`src/rtl/sample_rom_arbiter.sv`:
```
// sample_rom_arbiter
// Shares one synchronous sample ROM between the four drum voices
// (0 kick, 1 snare, 2 hat, 3 clap). One voice is granted per cycle. The
// returned byte comes back with a one-hot owner tag, ROM_LAT+1 cycles after
// its grant.
//
// Build option: define KICK_PRIO_EN to give the kick voice absolute priority.
// The snare, hat and clap voices then share a 3-way round-robin. When the
// macro is undefined, all four voices share a 4-way round-robin.
//
// Ports:
//   clk, reset         clock, synchronous active-high reset
//   en                 play enable; 0 blocks new grants
//   req[3:0]           per-voice read request
//   addr0..addr3       per-voice sample address
//   gnt[3:0]           one-hot grant (combinational)
//   rom_rd, rom_addr   ROM read strobe and address
//   rom_data           ROM read data, valid ROM_LAT cycles after rom_rd
//   rdata, rvalid      registered returned word and its one-hot owner
module sample_rom_arbiter #(
    parameter int ADDR_W  = 15,
    parameter int DATA_W  = 8,
    parameter int ROM_LAT = 2
) (
    input  logic              clk,
    input  logic              reset,
    input  logic              en,
    input  logic [3:0]        req,
    input  logic [ADDR_W-1:0] addr0,
    input  logic [ADDR_W-1:0] addr1,
    input  logic [ADDR_W-1:0] addr2,
    input  logic [ADDR_W-1:0] addr3,
    output logic [3:0]        gnt,
    output logic              rom_rd,
    output logic [ADDR_W-1:0] rom_addr,
    input  logic [DATA_W-1:0] rom_data,
    output logic [DATA_W-1:0] rdata,
    output logic [3:0]        rvalid
);

    logic       found;
    logic [1:0] gnt_idx;
    logic [1:0] idx;

`ifdef KICK_PRIO_EN
    // Position 0..2 over voices 1..3.
    logic [1:0] kptr;
    logic [2:0] pos;

    always_comb begin
        found   = 1'b0;
        gnt_idx = '0;
        idx     = '0;
        pos     = '0;
        if (en && !reset) begin
            if (req[0]) begin
                found   = 1'b1;
                gnt_idx = 2'd0;
            end else begin
                for (int unsigned k = 0; k < 3; k++) begin
                    pos = {1'b0, kptr} + 3'(k);
                    if (pos >= 3'd3) pos = pos - 3'd3;
                    idx = pos[1:0] + 2'd1;
                    if (req[idx] && !found) begin
                        found   = 1'b1;
                        gnt_idx = idx;
                    end
                end
            end
        end
    end

    // Voice v sits at position v-1, so the next position is v mod 3.
    // A kick grant leaves the pointer untouched.
    always_ff @(posedge clk) begin
        if (reset) begin
            kptr <= '0;
        end else if (found && gnt_idx != 2'd0) begin
            kptr <= (gnt_idx == 2'd3) ? 2'd0 : gnt_idx;
        end
    end
`else
    logic [1:0] rr_ptr;

    always_comb begin
        found   = 1'b0;
        gnt_idx = '0;
        idx     = '0;
        if (en && !reset) begin
            for (int unsigned i = 0; i < 4; i++) begin
                idx = rr_ptr + 2'(i);
                if (req[idx] && !found) begin
                    found   = 1'b1;
                    gnt_idx = idx;
                end
            end
        end
    end

    // The 2-bit add wraps 3 -> 0.
    always_ff @(posedge clk) begin
        if (reset) begin
            rr_ptr <= '0;
        end else if (found) begin
            rr_ptr <= gnt_idx + 2'd1;
        end
    end
`endif

    always_comb begin
        gnt      = '0;
        rom_addr = '0;
        if (found) begin
            gnt[gnt_idx] = 1'b1;
            case (gnt_idx)
                2'd0: rom_addr = addr0;
                2'd1: rom_addr = addr1;
                2'd2: rom_addr = addr2;
                2'd3: rom_addr = addr3;
            endcase
        end
    end

    assign rom_rd = found;

    // Each tag is {valid, one-hot id}. The rdata/rvalid register is the final
    // stage: the tag issued in cycle t reaches the last pipe slot in cycle
    // t+ROM_LAT, when rom_data holds that read's word.
    logic [4:0] tag_pipe [ROM_LAT];

    always_ff @(posedge clk) begin
        if (reset) begin
            for (int unsigned i = 0; i < ROM_LAT; i++) tag_pipe[i] <= '0;
            rdata  <= '0;
            rvalid <= '0;
        end else begin
            tag_pipe[0] <= {found, gnt};
            for (int unsigned i = 1; i < ROM_LAT; i++) tag_pipe[i] <= tag_pipe[i-1];
            if (tag_pipe[ROM_LAT-1][4]) begin
                rdata  <= rom_data;
                rvalid <= tag_pipe[ROM_LAT-1][3:0];
            end else begin
                rvalid <= '0;
            end
        end
    end

endmodule

```
`config.mk`:
```
export PLATFORM = sky130hd
export DESIGN_NAME = sample_rom_arbiter
export DESIGN_NICKNAME = d
export VERILOG_FILES = /design/src/rtl/sample_rom_arbiter.sv
export SDC_FILE = /design/constraint.sdc
export NUM_CORES = 1
export LEC_CHECK = 0
export BUFFER_PORTS_ARGS = -buffer_cell sky130_fd_sc_hd__buf_4
export CAP_MARGIN = 10
export CELL_PAD_IN_SITES_DETAIL_PLACEMENT = 0
export CELL_PAD_IN_SITES_GLOBAL_PLACEMENT = 2
export CORE_MARGIN = 2
export CORE_UTILIZATION = 21
export CTS_CLUSTER_DIAMETER = 120
export CTS_CLUSTER_SIZE = 24
export DETAILED_ROUTE_END_ITERATION = 7
export PLACE_DENSITY = 0.95
export SYNTH_ARGS = -nofsm -noshare
export SYNTH_HDL_FRONTEND = slang
export SYNTH_SLANG_ARGS = --single-unit
```
`constraint.sdc`:
```
create_clock -name clk -period 5.8 [get_ports clk]
set_input_delay 0 -clock clk [delete_from_list [all_inputs] [get_ports clk]]
set_output_delay 0 -clock clk [all_outputs]
set_load 0.01 [all_outputs]
```
==> impl_metrics.json, run 1 <==
{
  "portBuffers": 106,
  "gr-total-overflow": 0,
  "worst_pin_slew_ns": 1.050,
  "ir_worst_vdd_v": 0.0001948,
  "dp_hpwl_um": 3309,
  "fillers": 673,
  "hp-class": "primary input to flip-flop",
  "clk_latency_ns": 0.26,
  "ant_nets": 0,
  "cpMaxStageDelayCell": "dlygate4sd3_1",
  "grt_usage_pct": 11.92,
  "cp-start-kind": "primary input",
  "wl_per_cell_um": 12.69,
  "netlist_instances": 168,
  "drive_gt1_share_pct": 42.49,
  "worst-path-buf-inv": 4,
  "path_class": "primary input to primary output",
  "syn2layout_area_growth_pct": 72.24,
  "period_share_pct": 59.49,
  "hold_violations": 0,
  "finalSetupViolCount": 0,
  "skew_ns": 0.001903,
  "path_max_fanout": 19,
  "placed_cell_area_um2": 2198,
  "clk_path_buf_depth": 2,
  "p_leak_uw": 0.001108,
  "postRouteWirelength_um": 4440,
  "synth.net_count": 248,
  "diodes": 0,
  "rsz0062_at_grt": "no",
  "end_kind": "primary output",
  "post-cts-setup-buffer-count": 0,
  "die_w_um": 84.77,
  "stdcell_area_um2": 2360,
  "met3WireLength_um": 417,
  "cp.arrival_ns": 3.45,
  "detail_route.first_pass.iterations": 5,
  "fin_nets": 354,
  "grt_max_degree": 31,
  "crit_required_ns": 5.80,
  "num_io_pins": 107,
  "initial_core_util_pct": 21.70,
  "yosysTopAreaCell": "dfxtp_1",
  "status": "completed",
  "crit_path_max_incr_delay_ns": 0.53,
  "grt_pass1_wl_um": 7038,
  "cts_made_buffers": 3,
  "cts_tree": "yes",
  "synth_area_um2": 1370,
  "slew_violations": 0,
  "p_per_area_nw_per_um2": 181.5,
  "htree_levels": 1,
  "fin_crit_ns": 3.450,
  "met2_length_um": 2191,
  "synthTopCellsByArea": "dfxtp_1, nor2_1, a222oi_1, a21oi_1, mux2i_1",
  "drc": 0,
  "fmax_mhz": 289.8,
  "antenna_found_initial": 0,
  "synth_cell_types": 27,
  "postCtsResizedCells": 0,
  "syn_area_per_cell_um2": 8.155,
  "dieHeight_um": 84.77,
  "grt_pass1_vias": 1614,
  "row_count": 29,
  "design.die.area_um2": 7186,
  "ys_ff_latch": 24,
  "routed.top_layer": "met4",
  "yosys_warnings": 0,
  "synth_top_area_share_pct": 35.07,
  "cap_viol_max_count": 0,
  "crit_family": "simple AND/OR/NAND/NOR gates",
  "seq_area_frac_synth_pct": 35.07,
  "root_buffer": "clkbuf_8",
  "wl_met1_um": 1763,
  "via_per_inst": 4.720,
  "path_clk_slew_ns": 0.08,
  "gp_congestion": 0.7169,
  "cp_cell_sequence": "dlygate4sd3_1 > buf_4 > nor2b_1 > nand2_4 > nor4b_2 > inv_1 > ha_1 > a222oi_1 > nor2_1 > a21oi_1 > nor2_1 > buf_4",
  "cts.sinks": 24,
  "coreArea_um2": 6314,
  "fin_tns_setup_ns": 0,
  "dr_total_vias": 1652,
  "initialDrtViolationCount": 94,
  "slew_headroom_pct": 29.99
}
==> flip-flops by register name, summed over array words and instances, names as in the netlist <==
name      cells
rdata         8
rr_ptr        2
rvalid        4
tag_pipe     10
==> what timing repair did <==
item,4_1_cts,5_1_grt
hold buffers,9,0
endpoints found under the setup margin,0,0
hold endpoints to repair,9,0
==> layout by cell type, fill, tap and decap left out, types with 2 or more instances in the layout <==
master / n
nand2b_1: 4
ha_1: 5
inv_2: 2
and2_1: 4
mux2i_1: 8
nand2_1: 2
buf_4: 106
a222oi_1: 15
o21ai_0: 2
dfxtp_1: 24
clkbuf_8: 3
a21oi_1: 19
and3_1: 8
nor2_1: 41
nor2b_1: 9
dlygate4sd3_1: 9
==> Yosys cell counts <==
cell and count:
dfxtp_1 24, inv_1 1, nand2_4 1, o21ai_0 2
buf_4 1, o211a_1 1, o211ai_1 1, clkbuf_1 12
nor2b_1 9, ha_1 5, a311oi_2 1, or4_4 1
nor2_1 41, nor3b_1 1, a222oi_1 15, buf_6 1
and3_1 8, mux2i_1 8, or2b_1 1, and2_1 4
inv_2 2, nor4b_2 1, nor3_1 1, nand2b_1 4
nand2_1 2, a21oi_1 19, o22a_1 1
==> worst paths after layout <==
kind             startpoint             end  slack [ns]  cells past startpoint
max reg2reg       rr_ptr[0]  tag_pipe[0][1]        3.77                      5
min reg2reg  tag_pipe[0][7]       rvalid[2]        0.43                      1
max                      en     rom_addr[3]        2.35                     12
min                   reset       rr_ptr[1]        0.03                      2
==> final cells by class <==
| cell class | count | area (um2) | area share, % |
|---|---|---|---|
| timing repair buffer | 115 | 885.9 | 37.54 |
| tap | 77 | 96.34 | 4.083 |
| inverter | 3 | 11.26 | 0.4772 |
| sequential | 24 | 480.5 | 20.36 |
| multi-input combinational | 127 | 814.5 | 34.52 |
| clock inverter | 1 | 30.03 | 1.273 |
| clock buffer | 3 | 41.29 | 1.750 |
==> logic make-up after synthesis <==
logic type               count (synthesis)  synth area share [%]
AND/OR/NAND/NOR                         74                 27.40
AO/OA/AOI/OAI                           40                 21.64
flip-flops                              24                 35.07
buffers and inverters                   17                 5.479
multiplexers                             8                 5.845
adder cells (fa/ha/maj)                  5                 4.566
==> power breakdown <==
part	total (uW)	internal (uW)	switching (uW)
registers	174	170	4.54
clock network	143	92.2	50.3
logic	111	64.7	46.7
==> metal layers <==
layer,up-vias,track usage (%)
li1,812,-
met1,746,13.01
met2,88,22.41
met3,6,2.852
met4,0,3.896
met5,-,0
==> worst register-to-register path, cell delays in order, from the launching register on <==
cell	delay, ns
dfxtp_1	0.44
nand2b_1	0.14
a21oi_1	0.07
nor4b_2	0.39
ha_1	0.67
and3_1	0.26
==> stage by stage <==
step                instances  power (uW)  util, %  worst slack [ns]  hold WS [ns]
finish                    350       428.2    37.38             2.350       0.03446
global route              350       451.5    37.38             1.982       0.03625
CTS                       350       432.5    37.38             2.346       0.03264
detailed placement        337       284.9    34.82             2.826        0.2445
global placement          337       284.1    34.82             2.915        0.2362
floorplan                 168       224.9        -             3.726       0.07161
Note: power is estimated with default switching activity, not from simulation.
==> inputs of run 2 (changes only) <==
CORE_UTILIZATION = 19   (was 21)
PLACE_DENSITY = 0.89   (was 0.95)
clock period = 3.5 ns   (was 5.8 ns; I/O delays follow)
==> impl_metrics.json, run 2 (synthesized netlist as in run 1, its figures left out) <==
{
  "status": "completed",
  "top_regs": "tag_pipe x10, rdata x8, rvalid x4",
  "grt_max_degree": 31,
  "num_io_pins": 107,
  "cap_viol_max_count": 0,
  "fin_tns_setup_ns": 0,
  "grt_usage_pct": 10.74,
  "antenna_found_initial": 0,
  "top_register": "tag_pipe",
  "finalSetupViolCount": 0,
  "syn2layout_area_growth_pct": 74.16,
  "post-cts-setup-buffer-count": 0,
  "fin_util_pct": 34.74,
  "layout_commonest_cell": "buf_4",
  "slew_violations": 0,
  "gr-total-overflow": 0,
  "drc": 0,
  "via_per_inst": 4.416,
  "gp_congestion": 0.7370,
  "root_buffer": "clkbuf_8",
  "dieHeight_um": 88.92,
  "ir_worst_vdd_v": 0.00008633,
  "wl_per_cell_um": 12.20,
  "cp-start-kind": "primary input",
  "worst_pin_slew_ns": 0.7352,
  "cpMaxStageDelayCell": "dlygate4sd3_1",
  "detail_route.first_pass.iterations": 5,
  "initial_core_util_pct": 19.95,
  "cts_tree": "yes",
  "ant_nets": 0,
  "fmax_mhz": 319.0,
  "path_clk_slew_ns": 0.08,
  "diodes": 0,
  "largest_reg_flops": 10,
  "path_class": "primary input to primary output",
  "crit_family": "simple AND/OR/NAND/NOR gates",
  "slew_headroom_pct": 50.99,
  "worst-path-buf-inv": 4,
  "dr_total_vias": 1634,
  "skew_ns": 0.002307,
  "initialDrtViolationCount": 113,
  "cts_made_buffers": 3,
  "fin_crit_ns": 3.134,
  "htree_levels": 1,
  "die_w_um": 88.92,
  "postRouteWirelength_um": 4515,
  "final_cell_mix": "buf_4, nor2_1, dfxtp_1",
  "end_kind": "primary output",
  "hp-class": "primary input to flip-flop",
  "p_leak_uw": 0.001114,
  "period_share_pct": 89.56,
  "coreArea_um2": 6869,
  "path_max_fanout": 19,
  "crit_path_max_incr_delay_ns": 0.53,
  "design.die.area_um2": 7906,
  "row_count": 30,
  "post-place-ws_ns": 0.5182,
  "rsz0062_at_grt": "no",
  "crit_required_ns": 3.50,
  "portBuffers": 106,
  "cp_cell_sequence": "dlygate4sd3_1 > buf_4 > nor2b_2 > nand2_4 > nor4b_4 > inv_1 > ha_1 > a222oi_1 > nor2_1 > a21oi_1 > nor2_1 > buf_4",
  "p_per_area_nw_per_um2": 274.8,
  "drive_gt1_share_pct": 43.07,
  "grt_pass1_vias": 1610,
  "clk_path_buf_depth": 2,
  "cts.sinks": 24,
  "clk_latency_ns": 0.26,
  "dp_hpwl_um": 3328,
  "fin_ws_ns": 0.3655,
  "fin_nets": 355,
  "grt_pass1_wl_um": 6831,
  "cp.arrival_ns": 3.13,
  "hold_violations": 0
}
run 2: cell types whose count changed in the layout (fill, tap and decap cells not counted):
cell | previous run | this run
nor4b_4 | 0 | 1
nor4b_2 | 1 | 0
buf_4 | 106 | 107
clkbuf_8 | 3 | 4
bufinv_16 | 1 | 0
nor2b_1 | 9 | 8
nor2b_2 | 0 | 1
run 2: layout make-up:
type                    instances  area, um2
multi-input cells             127      825.8
fillers                       718       4483
clock buffers                   4      55.05
inverters                       3      11.26
flip-flops and latches         24      480.5
repair buffers                116      893.4
well taps                      96      120.1
run 2: worst paths after layout:
path	start	to	slack, ns	cells past startpoint
hold reg to reg	tag_pipe[0][5]	rvalid[0]	0.43	1
setup reg to reg	rr_ptr[0]	tag_pipe[0][1]	1.49	6
hold / removal	reset	rr_ptr[1]	0.04	2
setup / recovery	en	rom_addr[3]	0.37	12
run 2: repair_timing:
action                                  CTS  global route
hold endpoints to repair                  9             0
hold buffers                              9             0
endpoints found under the setup margin    0            15
gates resized for setup                   0             2
run 2: per-layer routing:
layer  wire length (um)  GRT usage [%]
met5                  0              0
met4                 40          2.893
met3                405          1.662
met2               2369          20.83
met1               1699          12.02
run 2: worst register-to-register path: cells and delay by family, from the launching register on:
kind | cells | cell delay (ns)
AOI/OAI and AO/OA | 2 | 0.35
adders and majority gates | 1 | 0.68
DFF | 1 | 0.42
and+or+nand+nor | 3 | 0.49
run 2: per-stage QoR:
| step | hold slack [ns] | area, um2 | total power, uW | std cells |
|---|---|---|---|---|
| after floorplan | 0.07161 | 1370 | 372.7 | 168 |
| after CTS | 0.03863 | 2375 | 663.9 | 370 |
| after detailed placement | 0.2471 | 2230 | 474.0 | 357 |
| after global routing | 0.06137 | 2386 | 694.7 | 370 |
| after global placement | 0.2405 | 2230 | 473.2 | 357 |
| final | 0.04312 | 2386 | 655.7 | 370 |
run 2: report_power, final:
part / leakage, uW / switching, uW / internal, uW
logic: 0.000890 / 79.0 / 109
clock network: 0.0000288 / 79.2 / 100
registers: 0.000195 / 7.16 / 281
total: 0.00111 / 165 / 490
==> inputs of run 3 (changes only) <==
CELL_PAD_IN_SITES_DETAIL_PLACEMENT = 1   (was 0)
CELL_PAD_IN_SITES_GLOBAL_PLACEMENT = 1   (was 2)
CORE_UTILIZATION = 26   (was 19)
CTS_CLUSTER_SIZE = default   (was 24)
PLACE_DENSITY = 0.9   (was 0.89)
SETUP_SLACK_MARGIN = 0.05   (was default)
==> impl_metrics.json, run 3 (synthesized netlist as in run 1, its figures left out) <==
{
  "antenna_found_initial": 0,
  "post-cts-setup-buffer-count": 0,
  "period_share_pct": 84.72,
  "final_cell_mix": "buf_4, nor2_1, dfxtp_1",
  "grt_pass1_vias": 1761,
  "crit_path_max_incr_delay_ns": 0.54,
  "drc": 0,
  "ant_nets": 0,
  "top_regs": "tag_pipe x10, rdata x8, rvalid x4",
  "worst-path-buf-inv": 3,
  "grt_usage_pct": 16.62,
  "clk_latency_ns": 0.27,
  "fin_nets": 354,
  "grt_pass1_wl_um": 7990,
  "via_per_inst": 4.819,
  "top_register": "tag_pipe",
  "finalSetupViolCount": 0,
  "p_per_area_nw_per_um2": 283.8,
  "worst_pin_slew_ns": 0.6653,
  "slew_headroom_pct": 55.55,
  "hp-class": "primary input to flip-flop",
  "cp.arrival_ns": 2.97,
  "diodes": 0,
  "wl_per_cell_um": 14.44,
  "initial_core_util_pct": 26.83,
  "ir_worst_vdd_v": 0.0001371,
  "row_count": 26,
  "hold_violations": 0,
  "fin_tns_setup_ns": 0,
  "coreArea_um2": 5107,
  "layout_commonest_cell": "buf_4",
  "gp_congestion": 0.7445,
  "cts_made_buffers": 3,
  "status": "completed",
  "p_leak_uw": 0.001101,
  "cpMaxStageDelayCell": "nor2b_1",
  "postRouteWirelength_um": 4953,
  "path_clk_slew_ns": 0.08,
  "holdBufCountCts": 8,
  "skew_ns": 0.006386,
  "crit_family": "simple AND/OR/NAND/NOR gates",
  "gr-total-overflow": 0,
  "rsz0062_at_grt": "no",
  "fin_cells": 343,
  "grt_max_degree": 31,
  "clk_path_buf_depth": 2,
  "dr_total_vias": 1653,
  "portBuffers": 106,
  "fmax_mhz": 337.2,
  "root_buffer": "clkbuf_8",
  "die_w_um": 76.59,
  "cap_viol_max_count": 0,
  "postCtsResizedCells": 0,
  "crit_required_ns": 3.50,
  "syn2layout_area_growth_pct": 70.23,
  "design.die.area_um2": 5866,
  "path_class": "primary input to primary output",
  "p_total_uw": 661.9,
  "cts.sinks": 24,
  "cts_tree": "yes",
  "cp-start-kind": "primary input",
  "num_io_pins": 107,
  "slew_violations": 0,
  "end_kind": "primary output",
  "dieHeight_um": 76.59,
  "largest_reg_flops": 10,
  "initialDrtViolationCount": 86,
  "fin_crit_ns": 2.965,
  "path_max_fanout": 19,
  "dp_cells": 331,
  "htree_levels": 1,
  "dp_hpwl_um": 3755,
  "drive_gt1_share_pct": 42.86,
  "detail_route.first_pass.iterations": 5,
  "cp_cell_sequence": "buf_4 > nor2b_1 > nand2_4 > nor4b_2 > inv_1 > ha_1 > a222oi_1 > nor2_1 > a21oi_1 > nor2_1 > buf_4"
}
-- run 3: through the flow --
step                utilization (%)  setup slack [ns]  area (um2)  hold slack (ns)
global placement              43.02            0.6860        2197           0.2376
floorplan                         -             1.426        1370          0.07161
global route                  45.66            0.2703        2332          0.03515
CTS                           45.66            0.4987        2332          0.01312
finish                        45.66            0.5348        2332         0.005565
detailed placement            43.02            0.5142        2197           0.2505
-- run 3: layout make-up --
type / instances / area (um2)
fillers: 643 / 2775
repair buffers: 115 / 883.3
multi-input cells: 127 / 814.5
flip-flops and latches: 24 / 480.5
well taps: 70 / 87.58
clock buffers: 4 / 55.05
inverters: 3 / 11.26
-- run 3: worst paths after layout --
kind                                     start        endpoint  slack [ns]  depth (start not counted)
worst min register to register  tag_pipe[0][5]       rvalid[0]        0.44                          1
worst max-delay path                     reset     rom_addr[3]        0.53                         11
worst min-delay path               rom_data[3]        rdata[3]       0.006                          3
worst max register to register       rr_ptr[0]  tag_pipe[0][3]        1.51                          5
-- run 3: power breakdown --
| part | switching, uW | internal (uW) |
|---|---|---|
| combinational | 79.5 | 107 |
| clock | 85.8 | 100 |
| sequential | 7.61 | 281 |
-- run 3: layer usage --
metal	share of wire (%)	global-route usage [%]	up-vias
met5	0	0	-
met4	1.7	6.000	0
met3	5.8	2.725	7
met2	54	33.10	71
met1	38	17.19	762
li1	-	-	813
-- run 3: worst reg2reg max path: stages (launching register included) --
cell     delay (ns)
dfxtp_1        0.42
nor2b_1        0.07
o21ai_0        0.16
nor4b_2        0.39
ha_1           0.66
and3_1         0.25
